`src/rtl/phy_lane_arb.sv`:
```
// phy_lane_arb: two byte FIFOs arbitrated onto one PHY lane, with COM training.
// Define PHY_LANE_ARB_STRICT_PRIO_EN for fixed priority to requester 0.
module phy_lane_arb #(
    parameter int         DEPTH      = 4,
    parameter logic [7:0] COM_SYMBOL = 8'hBC,
    parameter int         INIT_COMS  = 4
) (
    input  logic       clk_f,
    input  logic       reset,
    input  logic [7:0] data_in_0,
    input  logic       valid_in_0,
    output logic       ready_out_0,
    input  logic [7:0] data_in_1,
    input  logic       valid_in_1,
    output logic       ready_out_1,
    input  logic       lane_ready,
    output logic [7:0] data_out,
    output logic       valid_out,
    output logic       sel_out,
    output logic       link_up
);

    localparam int AW = $clog2(DEPTH);
    localparam int CW = $clog2(DEPTH + 1);
    localparam int NW = (INIT_COMS > 1) ? $clog2(INIT_COMS) : 1;

    typedef enum logic {
        INIT,
        ACTIVE
    } state_t;

    state_t          state;
    logic [NW-1:0]   com_cnt;
    logic            last_grant;
    logic            grant;
    logic            do_pop;

    logic [1:0][7:0] din;
    logic [1:0][7:0] head;
    logic [1:0]      vin;
    logic [1:0]      rdy;
    logic [1:0]      ne;
    logic [1:0]      push;
    logic [1:0]      pop;

    assign din[0] = data_in_0;
    assign din[1] = data_in_1;
    assign vin    = {valid_in_1, valid_in_0};

    assign ready_out_0 = rdy[0];
    assign ready_out_1 = rdy[1];

    // A pop happens only when the lane takes a byte in ACTIVE
    assign do_pop = (state == ACTIVE) && lane_ready && (|ne);

    for (genvar g = 0; g < 2; g++) begin : g_fifo
        logic [7:0]    mem [DEPTH];
        logic [AW-1:0] wr_ptr;
        logic [AW-1:0] rd_ptr;
        logic [CW-1:0] occ;

        // Ready is taken from pre-pop occupancy, so a full FIFO never
        // pushes in the same cycle it pops.
        assign rdy[g]  = (occ != CW'(DEPTH));
        assign ne[g]   = (occ != '0);
        assign push[g] = vin[g] & rdy[g];
        assign pop[g]  = do_pop & (grant == 1'(g));
        assign head[g] = mem[rd_ptr];

        // Storage write; contents need no reset
        always_ff @(posedge clk_f) begin
            if (push[g]) begin
                mem[wr_ptr] <= din[g];
            end
        end

        // Pointers wrap naturally at power-of-two depth
        always_ff @(posedge clk_f or posedge reset) begin
            if (reset) begin
                wr_ptr <= '0;
                rd_ptr <= '0;
                occ    <= '0;
            end else begin
                if (push[g]) begin
                    wr_ptr <= wr_ptr + AW'(1);
                end
                if (pop[g]) begin
                    rd_ptr <= rd_ptr + AW'(1);
                end
                unique case ({push[g], pop[g]})
                    2'b10:   occ <= occ + CW'(1);
                    2'b01:   occ <= occ - CW'(1);
                    default: occ <= occ;
                endcase
            end
        end
    end

    // Grant selection among non-empty requesters
    always_comb begin
        grant = 1'b0;
`ifdef PHY_LANE_ARB_STRICT_PRIO_EN
        grant = !ne[0];
`else
        if (ne[0] && ne[1]) begin
            grant = !last_grant;
        end else begin
            grant = !ne[0];
        end
`endif
    end

    // Training / active FSM with registered lane outputs
    always_ff @(posedge clk_f or posedge reset) begin
        if (reset) begin
            state      <= INIT;
            com_cnt    <= '0;
            data_out   <= COM_SYMBOL;
            valid_out  <= 1'b0;
            sel_out    <= 1'b0;
            link_up    <= 1'b0;
            last_grant <= 1'b1;
        end else begin
            unique case (state)
                INIT: begin
                    data_out  <= COM_SYMBOL;
                    valid_out <= 1'b0;
                    link_up   <= 1'b0;
                    if (lane_ready) begin
                        if (com_cnt == NW'(INIT_COMS - 1)) begin
                            state   <= ACTIVE;
                            link_up <= 1'b1;
                            com_cnt <= '0;
                        end else begin
                            com_cnt <= com_cnt + NW'(1);
                        end
                    end
                end
                ACTIVE: begin
                    link_up <= 1'b1;
                    if (lane_ready) begin
                        if (|ne) begin
                            data_out   <= head[grant];
                            valid_out  <= 1'b1;
                            sel_out    <= grant;
                            last_grant <= grant;
                        end else begin
                            data_out  <= COM_SYMBOL;
                            valid_out <= 1'b0;
                        end
                    end
                end
                default: state <= INIT;
            endcase
        end
    end

endmodule

```
`config.mk`:
```
export PLATFORM = sky130hd
export DESIGN_NAME = phy_lane_arb
export DESIGN_NICKNAME = d
export VERILOG_FILES = /design/src/rtl/phy_lane_arb.sv
export SDC_FILE = /design/constraint.sdc
export NUM_CORES = 1
export LEC_CHECK = 0
export ABC_AREA = 1
export ABC_CLOCK_PERIOD_IN_PS = 1930
export BUFFER_PORTS_ARGS = -buffer_cell sky130_fd_sc_hd__buf_2
export CORE_MARGIN = 10
export CORE_UTILIZATION = 56
export CTS_BUF_LIST = sky130_fd_sc_hd__clkbuf_8
export CTS_CLUSTER_SIZE = 10
export DETAILED_ROUTE_END_ITERATION = 12
export GPL_ROUTABILITY_DRIVEN = 1
export PLACE_DENSITY = 0.84
export SLEW_MARGIN = 10
export SYNTH_ARGS = -nofsm -noshare
export SYNTH_HDL_FRONTEND = slang
export SYNTH_SLANG_ARGS = --single-unit
export TNS_END_PERCENT = 30
```
`constraint.sdc`:
```
create_clock -name clk_f -period 1.93 [get_ports clk_f]
set_input_delay 0.193 -clock clk_f [delete_from_list [all_inputs] [get_ports clk_f]]
set_output_delay 0.193 -clock clk_f [all_outputs]
set_load 0.05 [all_outputs]
```
### Yosys cells after proc, flatten, opt, wreduce, memory -nomap -nowiden

Memories as Yosys holds them, arrays and structs flattened.
Cells that the tools add are included.

| cells by class | value |
|---|---|
| reduce and logical (&&, ||, !) cells | 12 |
| $lt $le $gt $ge | 1 |
| muxes and demuxes | 20 |
| bitwise operators | 6 |
| eq/ne operators | 8 |
| add/subtract/negate cells | 9 |

Operators by type and width:

| kind | number |
|---|---|
| 2-to-1 mux 8 bit | 4 |
| one-hot mux 8 bit (2 select lines) | 1 |
| one-hot mux 3 bit (2 select lines) | 2 |
| adder 2 x 1 -> 2 bit, second input constant | 5 |
| 2-to-1 mux 1 bit | 10 |
| adder 3 x 1 -> 3 bit, second input constant | 2 |
| == test 2 bit, second input constant | 3 |
| != test 3 bit, second input constant | 2 |
| nonzero test 3 bit | 2 |
| subtractor 3 x 1 -> 3 bit, second input constant | 2 |
| AND 1 bit | 4 |
| == test 2 x 1 -> 1 bit, second input constant | 2 |
| one-hot mux 1 bit (2 select lines) | 2 |
| nonzero test 2 bit | 2 |
| logical AND 1 bit | 3 |
| AND reduction 3 bit | 1 |
| logical NOT 1 bit | 2 |
| less-than comparator 1 x 2 -> 1 bit, second input constant | 1 |
| 2-to-1 mux 2 bit | 1 |
| != test 2 bit, second input constant | 1 |
| inverter 1 bit | 2 |
| AND reduction 2 bit | 1 |
| OR reduction 2 bit | 1 |

| storage, ports and cells | value |
|---|---|
| bits in writable memories | 64 |
| memories | 2 |
| input bits | 21 |
| flip-flop bits (word level) | 29 |
| output and inout bits | 13 |

Memory list:

| name | depth | width | read ports | clocked after Yosys merged registers in | wr ports | line | source |
|---|---|---|---|---|---|---|---|
| g_fifo[0].mem | 4 | 8 | 1 | 0 | 1 | 57 | `logic [7:0] mem [DEPTH];` |
| g_fifo[1].mem | 4 | 8 | 1 | 0 | 1 | 57 |  |

### Logic depth before layout (Yosys ltp)

| depth | value |
|---|---|
| depth after elaboration | 8 |
| mapped depth | 12 |
| gate-level depth less buffers | 12 |

### Worst setup path after synthesis

OpenSTA, ideal clock, no wires.

| path | value |
|---|---|
| path type | flip-flop to flip-flop |
| from | register g_fifo[0].occ[0] |
| to | register g_fifo[0].occ[2] |
| arrival time | 2.161 ns |
| path buffers | 0 |
| library setup time | 0.131 ns |
| stages on the path, launching flop included | 10 |
| slack | -0.361 ns |
| cell sequence | dfrtp_1 > inv_2 > nand3_1 > nand2_2 > ha_1 > inv_1 > fa_1 > a21oi_1 > o21ai_0 > xor2_1 |

RTL lines:

| item | line | source |
|---|---|---|
| from (decl) | 60 | `logic [CW-1:0] occ;` |
| from (signal assigned) | 91 | `2'b10: occ <= occ + CW'(1);` |
| from (signal assigned) | 92 | `2'b01: occ <= occ - CW'(1);` |
| != test 3 bit * | 64 | `assign rdy[g] = (occ != CW'(DEPTH));` |
| net ready_out_0 | 12 | `output logic ready_out_0,` |
| AND 1 bit * | 66 | `assign push[g] = vin[g] & rdy[g];` |
| == test 2 x 1 -> 1 bit or == test 2 bit (tied branches) | 90 | `unique case ({push[g], pop[g]})` |
| one-hot mux 3 bit (2 select lines) or nonzero test 2 bit (tied branches) | n/a |  |

The timed path passes the listed nets; every way through them passes the cells marked *.
A chain may end at the register's enable or synchronous reset.

### Final worst setup path

| path | value |
|---|---|
| from | register g_fifo[1].occ[0] |
| to | register g_fifo[1].occ[2] |

| between the ends | value |
|---|---|
| longest elaborated chain between the ends | 6 |

RTL lines:

| item | line | source |
|---|---|---|
| from (decl) | 60 |  |
| from (signal assigned) | 91 |  |
| from (signal assigned) | 92 |  |
| nonzero test 3 bit * | 65 | `assign ne[g] = (occ != '0);` |
| OR reduction 2 bit or logical AND 1 bit (tied branches) | 54, 105 |  |
| logical AND 1 bit or 2-to-1 mux 1 bit (tied branches) | 54, 105 |  |
| AND 1 bit * | 67 | `assign pop[g] = do_pop & (grant == 1'(g));` |
| net pop[1] | 44 | `logic [1:0] pop;` |
| == test 2 x 1 -> 1 bit or == test 2 bit (tied branches) | 90 |  |
| one-hot mux 3 bit (2 select lines) or nonzero test 2 bit (tied branches) | n/a |  |

Marks and branches as above.

==> impl_results.md <==
- Crit end category: flip-flop
- Max clock buf depth: 2
- Commonest cells after routing, fill and taps aside: nand2_1 (69), edfxtp_1 (64), nor2_1 (61)
- Vias in the first global route: 2791
- FF-to-FF End: g_fifo[1].occ[2]
- Antenna Nets Post-Route: 0
- Pre-antenna DRT Iters: 4
- Fin crit period: 1.92 ns
- DRC: 0
- Worst hold path depth: 1
- Min-Delay Endpoint: g_fifo[0].mem[3][7]
- Slew @ Worst Pin: approximately 0.46 ns
- Total clock sinks: 92
- I/O Pins: 34
- Top fanout value on the critical path: 3
- Die H: ~110 um
- Initial antenna violation count: 0
- Outcome: completed
- Area contributors post-synth: edfxtp_1 (47%), dfrtp_1 (13%), nand2_1 (6.5%)
- IO Port Bufs: 33
- Hpwl dp: 5.52 mm
- Commonest non-fill, non-tap cell in the layout: nand2_1
- Slew headroom: 69.3%
- Dominant cell type by area after synthesis: edfxtp_1
- Max Slew Vio Count: 0
- Diode count: 0
- GRT overflow: 0
- Syn. warnings: 0
- Initial DRC count: 219
- Top delay family on crit path: adder cells
- GR Util met3: approximately 3.4%
- Cell Pwr Density: ~1600 mW/mm2
- Leakage: 2.11 nW
- Post-synthesis cell area: between 0.004 and 0.005 mm2
- Syn Nets: 415
- Hold path start: data_in_0[7]
- Busiest grt layer: met2
- Die X: roughly 110 um
- Slowest Stage Delay on Critical Path: 0.43 ns
- Clk_skew: 0.00762 ns
- FMAX: 521 MHz
- Num CTS Buffers: 9
- CP max-delay cell: dfrtp_1
- Routing usage on met2: around a quarter
- #FFs+latches synth: 92
- Worst Reg-to-Reg Cells: 12
- Initial Utilization: a little under three fifths
- Clock tree root driver cell: clkbuf_8
- Layout cells sized above 1: 27.7%
- Synth cell types: 30
- Fin crit share: 99.5%
- Overall Global Routing Usage: approximately 14%
- CP cell instances: nor2_4, nand2_2, nand2_4, nand2_4, nand3_4, inv_4, ha_4, inv_2, fa_2, a21oi_2, o21ai_1, xor2_1
- Critical Path Start: g_fifo[1].occ[0]
- Total power draw: between 7 and 8 mW
- Largest net degree at the start of global routing: 29
- Core area: just over 0.007 mm2
- TritonCTS clock tree: done
- Drt total wl: 8.15 mm
- Flop2flop setup slack: a little over 0.009 ns
- Drt wl/cell: ~15 um
- Via count: 2805
- Clk_lat worst skew: ~0.35 ns
- Worst path arrival time: about 2.2 ns
- Row count: 31
- Final setup violation count: 0
- Cells after Synth: ~380
- Final hold viol count: 0
- Met1 Use GR: between 10% and 20%
- Post-synthesis sequential area ratio: between 60 and 70%
- Max Cap Violations: 0
- Peak VDD IR: 967 uV
- Mean Syn Cell Area: 10.8 um2
- Vias per inst: approximately 5.1
- Final hold slack: 0.0518 ns
- Worst hold-check path type: primary input to flip-flop
- CP Buf/Inv Count: 2
- RSZ-0062 raised after global routing: true
- Area Overhead vs Synth: 17.7%
- Worst-path clk slew: 0.08 ns
- Worst endpoint required time: 2.17 ns
- Global-route wire length before repair: roughly 12 mm
- Die area: 0.0112 mm2
- Final nets: slightly below 500
- Reg2reg start: g_fifo[1].occ[0]
- CTS H-Tree Depth: 3
- Crit-path most repeated cell: nand2_4
- Routability cong.: 0.800
- Critical Path Start Type: flip-flop
- Yosys top cell area share: around 47%
- Setup Crit Path Kind: flip-flop to flip-flop
==> state kept, by name, indices dropped and copies added, names as in the netlist <==
register / cells
g_fifo.occ: 6
last_grant: 1
g_fifo.rd_ptr: 4
g_fifo.wr_ptr: 4
sel_out: 1
link_up: 1
data_out: 8
valid_out: 1
com_cnt: 2
g_fifo.mem: 64
==> synthesized netlist by cell type <==
library cell  count
dfstp_2           6
buf_6             4
mux2_2            1
inv_2             6
o21ai_2           1
fa_1              2
dfrtp_1          22
nand3_1          18
nand3_2           1
or2_1             6
ha_1             11
nand2_1          71
inv_4             1
o21a_1            1
xor2_1            5
a21oi_1          10
nor3_1            1
nand3_4           2
o21bai_1          5
buf_2             1
xnor2_1           3
o21ai_0          13
nor2_1           61
inv_6             1
o21ai_1           5
buf_4             3
nor2_2            7
edfxtp_1         64
inv_1            44
nand2_2           5
==> through the flow <==
stage                     util, %  setup WS [ns]  setup TNS, ns  std cells  instance area [um2]
after global placement       63.3         0.0209              0        530                 4540
final                        67.3        0.00929              0        554                 4830
after global routing         67.3        -0.0936         -0.204        554                 4830
after detailed placement     63.3        -0.0298        -0.0455        530                 4540
after floorplan                 -        -0.0388        -0.0388        381                 4140
after CTS                    66.3        0.00590              0        551                 4760
==> how the worst max path moves through the flow <==
stage | to | slack, ns | depth (start not counted)
global route | g_fifo[1].occ[2] | -0.09 | 12
detailed placement | g_fifo[1].occ[2] | -0.03 | 12
global placement | g_fifo[1].occ[2] | 0.02 | 12
CTS | g_fifo[1].occ[2] | 0.006 | 12
floorplan | g_fifo[1].occ[2] | -0.04 | 10
finish | g_fifo[1].occ[2] | 0.009 | 12
==> where the power goes <==
group	internal [mW]	switching, mW	leakage, nW	total (mW)
Combinational	1.27	2.19	1.11	3.46
Sequential	2.72	0.339	0.905	3.06
Clock	0.453	0.625	0.0971	1.08
==> metal layers <==
metal  up-vias  part of all wire [%]
met5         -                     0
met4         0                   2.2
met3        15                   5.2
met2        68                    54
met1      1353                    39
li1       1369                     -
==> cell type report <==
cell class / instances / area (um2)
clock buffer: 9 / 124
clock inverter: 7 / 36.3
fill: 495 / 2340
inverter: 52 / 208
multi-input combinational: 229 / 1290
sequential: 92 / 2630
tap: 99 / 124
timing repair buffer: 66 / 415
==> kinds of logic (layout without fill, tap and decap cells) <==
kind of cell	Yosys count	after routing	synth area share, %
AO/OA/AOI/OAI	35	35	4.72
XOR/XNOR	8	8	1.71
adder cells (fa/ha/maj)	13	13	4.33
buffers and inverters	60	134	6.70
flip-flops	92	92	64.0
multiplexers	1	1	0.274
AND/OR/NAND/NOR	172	172	18.2
==> repair_timing <==
| action | 4_1_cts | 5_1_grt |
|---|---|---|
| pin swaps | 7 | 11 |
| hold buffers | 1 | 0 |
| gates resized for setup | 5 | 15 |
| endpoints found under the hold margin | 22 | 0 |
| buffers inserted | 4 | 3 |
| endpoints found under the setup margin | 2 | 4 |
Note: power is estimated with default switching activity, not from simulation.
